File: src/rtl/dso_pkg.sv
// Shared definitions for the DSO capture readout path: FSM state encoding
// and the frame counter width.
package dso_pkg;

    localparam int FRAME_CNT_W = 8;

    typedef enum logic [2:0] {
        IDLE  = 3'd0,
        LATCH = 3'd1,
        HDR   = 3'd2,
        READ  = 3'd3,
        DRAIN = 3'd4
    } state_e;

endpackage

File: src/rtl/skid_fifo2.sv
// Two-entry fall-through FIFO. When empty, an incoming word is presented on
// the output in the same cycle and is only stored if the consumer stalls.
// The writer is expected to respect the occupancy count: there is no
// back-pressure on the input side.
module skid_fifo2 #(
    parameter int W = 8
) (
    input  logic         clk,
    input  logic         rst_n,
    input  logic         in_valid,
    input  logic [W-1:0] in_data,
    output logic         out_valid,
    output logic [W-1:0] out_data,
    input  logic         out_ready,
    output logic [1:0]   count
);

    logic [1:0]   cnt_q, cnt_d;
    logic         rd_ptr_q, rd_ptr_d;
    logic         wr_ptr_q, wr_ptr_d;
    logic [W-1:0] mem_q [2];
    logic         empty, store, pop_mem;

    // Head selection, bypass decision and pointer/occupancy update
    always_comb begin
        empty     = (cnt_q == 2'd0);
        out_valid = !empty || in_valid;
        out_data  = empty ? in_data : mem_q[rd_ptr_q];
        store     = in_valid && !(empty && out_ready);
        pop_mem   = !empty && out_ready;
        cnt_d     = cnt_q + {1'b0, store} - {1'b0, pop_mem};
        wr_ptr_d  = wr_ptr_q ^ store;
        rd_ptr_d  = rd_ptr_q ^ pop_mem;
        count     = cnt_q;
    end

    // Occupancy and pointers; reset empties the FIFO
    always_ff @(posedge clk or negedge rst_n) begin
        if (!rst_n) begin
            cnt_q    <= 2'd0;
            rd_ptr_q <= 1'b0;
            wr_ptr_q <= 1'b0;
        end else begin
            cnt_q    <= cnt_d;
            rd_ptr_q <= rd_ptr_d;
            wr_ptr_q <= wr_ptr_d;
        end
    end

    // Storage; contents are don't-care while the entry is not counted
    always_ff @(posedge clk) begin
        if (store) mem_q[wr_ptr_q] <= in_data;
    end

endmodule

File: src/rtl/capture_readout_ctrl.sv
// Readout sequencer for the ping-pong capture buffer: takes a completed bank
// from the ADC driver, reads it out of RAM starting pretrig samples before
// the trigger, and streams it through a 2-entry skid FIFO.
// Optional: READOUT_HEADER_EN prepends one header word (frame count).
module capture_readout_ctrl
    import dso_pkg::*;
#(
    parameter int DEPTH = 11,
    parameter int ADC_W = 8
) (
    input  logic                   clk,
    input  logic                   rst_n,
    input  logic                   arm,
    input  logic [DEPTH-1:0]       pretrig,
    input  logic                   acq_valid,
    output logic                   acq_ready,
    input  logic [DEPTH:0]         trig_addr,
    output logic                   rd_en,
    output logic [DEPTH:0]         rd_addr,
    input  logic [ADC_W-1:0]       rd_data,
    output logic [ADC_W-1:0]       m_data,
    output logic                   m_valid,
    output logic                   m_last,
    input  logic                   m_ready,
    output logic                   busy,
    output logic [FRAME_CNT_W-1:0] frame_cnt
);

    localparam logic [DEPTH:0] LAST_CNT = {1'b0, {DEPTH{1'b1}}};

    state_e                 state_q, state_d;
    logic                   bank_q, bank_d;
    logic [DEPTH-1:0]       base_q, base_d;
    logic [DEPTH:0]         cnt_q, cnt_d;
    logic                   inflight_q, inflight_d;
    logic                   last_inflight_q, last_inflight_d;
    logic [FRAME_CNT_W-1:0] frame_cnt_q, frame_cnt_d;

    logic                   issue, drained;
    logic [1:0]             fifo_cnt;
    logic                   push_valid;
    logic [ADC_W:0]         push_data, head_data;

    // Read credit: a FIFO slot must be free for every read in the pipe
    always_comb begin
        issue   = (state_q == READ) &&
                  (({1'b0, fifo_cnt} + {2'b0, inflight_q}) < 3'd2);
        drained = (fifo_cnt == 2'd0) && !inflight_q;
    end

    // State register
    always_ff @(posedge clk or negedge rst_n) begin
        if (!rst_n) state_q <= IDLE;
        else        state_q <= state_d;
    end

    // Next-state logic
    always_comb begin
        state_d = state_q;
        case (state_q)
            IDLE:  if (acq_valid && arm) state_d = LATCH;
`ifdef READOUT_HEADER_EN
            LATCH: state_d = HDR;
`else
            LATCH: state_d = READ;
`endif
            HDR:   state_d = READ;
            READ:  if (issue && (cnt_q == LAST_CNT)) state_d = DRAIN;
            DRAIN: if (drained) state_d = IDLE;
            default: state_d = IDLE;
        endcase
    end

    // FSM outputs and RAM request
    always_comb begin
        acq_ready = (state_q == IDLE) && arm;
        busy      = (state_q != IDLE);
        rd_en     = issue;
        rd_addr   = {bank_q, base_q + cnt_q[DEPTH-1:0]};
        frame_cnt = frame_cnt_q;
    end

    // Frame geometry, read counter, in-flight tracking and frame count
    always_comb begin
        bank_d          = bank_q;
        base_d          = base_q;
        cnt_d           = cnt_q;
        frame_cnt_d     = frame_cnt_q;
        inflight_d      = issue;
        last_inflight_d = issue && (cnt_q == LAST_CNT);
        if (state_q == LATCH) begin
            bank_d = trig_addr[DEPTH];
            base_d = trig_addr[DEPTH-1:0] - pretrig;
            cnt_d  = '0;
        end
        if (issue) cnt_d = cnt_q + 1'b1;
        if ((state_q == DRAIN) && drained) frame_cnt_d = frame_cnt_q + 1'b1;
    end

    // Datapath registers
    always_ff @(posedge clk or negedge rst_n) begin
        if (!rst_n) begin
            bank_q          <= 1'b0;
            base_q          <= '0;
            cnt_q           <= '0;
            inflight_q      <= 1'b0;
            last_inflight_q <= 1'b0;
            frame_cnt_q     <= '0;
        end else begin
            bank_q          <= bank_d;
            base_q          <= base_d;
            cnt_q           <= cnt_d;
            inflight_q      <= inflight_d;
            last_inflight_q <= last_inflight_d;
            frame_cnt_q     <= frame_cnt_d;
        end
    end

    // FIFO write side: returning RAM data tagged with its last flag, or the header
    always_comb begin
`ifdef READOUT_HEADER_EN
        push_valid = inflight_q || (state_q == HDR);
        push_data  = (state_q == HDR) ? {1'b0, ADC_W'(frame_cnt_q)}
                                      : {last_inflight_q, rd_data};
`else
        push_valid = inflight_q;
        push_data  = {last_inflight_q, rd_data};
`endif
    end

    skid_fifo2 #(.W(ADC_W + 1)) u_fifo (
        .clk       (clk),
        .rst_n     (rst_n),
        .in_valid  (push_valid),
        .in_data   (push_data),
        .out_valid (m_valid),
        .out_data  (head_data),
        .out_ready (m_ready),
        .count     (fifo_cnt)
    );

    // Stream outputs
    always_comb begin
        m_data = head_data[ADC_W-1:0];
        m_last = m_valid && head_data[ADC_W];
    end

endmodule

File: config.mk
export PLATFORM = sky130hd
export DESIGN_NAME = capture_readout_ctrl
export DESIGN_NICKNAME = d
export VERILOG_FILES = /design/src/rtl/dso_pkg.sv /design/src/rtl/skid_fifo2.sv /design/src/rtl/capture_readout_ctrl.sv
export SDC_FILE = /design/constraint.sdc
export NUM_CORES = 1
export LEC_CHECK = 0
export CORE_MARGIN = 2
export CORE_UTILIZATION = 50
export CTS_CLUSTER_DIAMETER = 50
export DETAILED_ROUTE_END_ITERATION = 16
export HOLD_SLACK_MARGIN = 0.03
export PLACE_DENSITY_LB_ADDON = 0.3
export SETUP_SLACK_MARGIN = 0.3
export SYNTH_ARGS = -nofsm -noshare
export SYNTH_HDL_FRONTEND = slang
export SYNTH_SLANG_ARGS = --single-unit
File: constraint.sdc
create_clock -name clk -period 3.59 [get_ports clk]
set_input_delay 0.5385 -clock clk [delete_from_list [all_inputs] [get_ports clk]]
set_output_delay 0.5385 -clock clk [all_outputs]
set_load 0.01 [all_outputs]
==> results.txt <==
crit path DAT = 2.59 ns
pwr/cell area = 620 nW/um^2
Unique masters post-synth = 53
worst IR drop on VDD = 0.320 mV
worst slew pin tran = 0.917 ns
CTS Sinks = 59
clock buffer count from CTS = 9
Clock Latency Late Sink = 0.34 ns
Starting Density = 0.507
cells on worst reg2reg path = 4
Worst Setup Start Kind = register
max-slew violations = 0
worst-path maximum fanout = 4
Row Count = 31
Final Hold Fails = 0
die width = 89.1 um
Clock Tree Root = clkbuf_8
Mapped Cells = 369
drt wl/cell = 13.0 um
DP Area = 4350 sq um
Residual DRC = 0
DRT Pass-1 Iters = 4
Crit. End Element = output pin
Max Freq = 320 MHz
IO Pins = 69
initial antenna violation count = 0
CTS clk-pin slew, worst paths = 0.07 ns
R2R Path Start = state_q[2]
syn_area_per_cell = 9.80 sq um
port bufs = 68
RSZ-0062 raised after global routing = false
Die ar. = 7930 sq um
layout cells sized above 1 = 0.0743
most common cell in the synthesized netlist = dfrtp_1
Worst R2R End = base_q[7]
R2R Setup Slk = 1.59 ns
WS Path Type = reg -> out
Overflow after GRT = 0
Tmin final = 3.13 ns
fin crit share = 0.871
final setup vio count = 0
DR iter-0 viols = 120
CTS max path bufs = 2
FILL cells = 592
clk_skew = 0.00905 ns
register area share after synthesis = 0.433
Post-Syn Area = 3620 sq um
vias in the first global route = 2613
Worst EP required = 3.05 ns
status = completed
largest net degree at the start of global routing = 42
ant diodes = 0
CTS tree = built
Synthesized Nets = 433
area grow syn2layout = 27.5%
LEAKAGE = 0.00205 uW
post-layout net count = 503
Synth async-reset ratio = 0.695
commonest cells in the netlist = dfrtp_1 (41), nand2_1 (37), o21ai_0 (32), inv_1 (30), ha_1 (26)
Ys Warns = 0
Synth Register Bits = 59
Final GP Congestion = 0.849
global-route wire length before repair = 11600 um
cell type with the largest total area after synthesis = dfrtp_1
post-DR vias/cell = 5.31
Min Hold Slack = 0.332 ns
number of flops mapped to enable cells by yosys = 18
die height = 89.1 um
Routed WL = 7050 um
share of the synthesized area in the top cell type = 0.284
Hold Path Class = in -> async
Core Area = 7140 sq um
ANT nets after route = 0
DPL Wire Length = 5210 um
total track usage = 0.190
relative slew slack = 0.389
H-tree depth = 3
TNS Setup = 0 ns
MaxCap Viol Count = 0
Synth Flop Type = dfrtp_1
final instance area = 4610 sq um
Area contributors post-synth = dfrtp_1 (28%), edfxtp_1 (15%), ha_1 (9.0%), o21ai_0 (4.4%), xnor2_1 (4.1%)
Vias = 2881
## layer usage
layer  vias to the layer above  part of all wire  GRT usage
met4                         0             0.016     0.0787
li1                       1465                 -          -
met3                         9             0.042     0.0342
met5                         -                 0          0
met1                      1322              0.44      0.225
met2                        85              0.50      0.342
## state kept, by name, indices dropped and copies added (netlist names), 2 cells and up
name,cells
base_q,11
cnt_q,12
frame_cnt,8
state_q,3
u_fifo.count,2
u_fifo.mem_q,18
## cell usage in the layout, fill, tap and decap left out, types with 5 or more instances in the layout
cell / instances
clkdlybuf4s50_1: 64
dfrtp_1: 41
nand2_1: 37
o21ai_0: 32
inv_1: 30
ha_1: 26
nor2_1: 21
edfxtp_1: 18
a21oi_1: 17
xnor2_1: 17
nand3_1: 15
mux2i_1: 10
clkbuf_8: 10
nor3_1: 9
and3_1: 8
o21a_1: 5
xor2_1: 5
a211oi_1: 5
nor2b_1: 5
## worst max path at each step
stage,start,to,slack (ns),depth (start not counted)
floorplan,cnt_q[0],rd_addr[10],1.13,8
global placement,cnt_q[0],rd_addr[10],0.54,9
detailed placement,cnt_q[0],rd_addr[10],0.50,9
CTS,cnt_q[0],rd_addr[8],0.32,9
global route,cnt_q[1],rd_addr[7],0.29,7
finish,cnt_q[1],rd_addr[7],0.46,7
## critical path: stages, from the launching register on
cell             delay [ns]
dfrtp_1                0.42
ha_1                   0.31
a211oi_1               0.25
o21bai_1               0.14
a31oi_2                0.26
o21bai_1               0.10
xor2_1                 0.18
clkdlybuf4s50_1        0.57
## power by group
part | total [uW] | switching, uW | internal, uW
Clock | 749 | 271 | 478
Combinational | 1170 | 563 | 603
Sequential | 944 | 102 | 842
## area by class of cell
cell class,count,area (sq um),share of cell area
Clock inverter,5,100,0.0217
Inverter,30,113,0.0244
Clock buffer,11,141,0.0307
Sequential cell,59,1570,0.340
Tap cell,99,124,0.0269
Timing Repair Buffer,71,702,0.152
Multi-Input combinational cell,268,1860,0.404
## per-stage QoR
stage	setup slack, ns	power, uW	util	std cells
2_1_floorplan	1.13	1630	-	369
3_3_place_gp	0.537	2090	0.609	526
3_5_place_dp	0.495	2130	0.609	526
4_1_cts	0.318	2890	0.644	543
5_1_grt	0.287	3040	0.646	543
6_report	0.463	2860	0.646	543
## cells by family (layout without fill, tap and decap cells)
kind of cell             count (synthesis)  after routing  share of synthesized area
AO/OA/AOI/OAI                           87             87                      0.157
multiplexers                            11             11                     0.0308
AND/OR/NAND/NOR                        120            120                      0.171
buffers and inverters                   42            117                     0.0540
flip-flops                              59             59                      0.433
adder cells (fa/ha/maj)                 28             28                      0.101
XOR/XNOR                                22             22                     0.0533
## what timing repair did
action	CTS	global route
setup endpoints to repair	3	4
pin swaps	0	0
buffers inserted	1	0
cloned	0	0
hold buffers	0	0
gates resized for setup	1	4
Power figures use the tool's default switching activity.
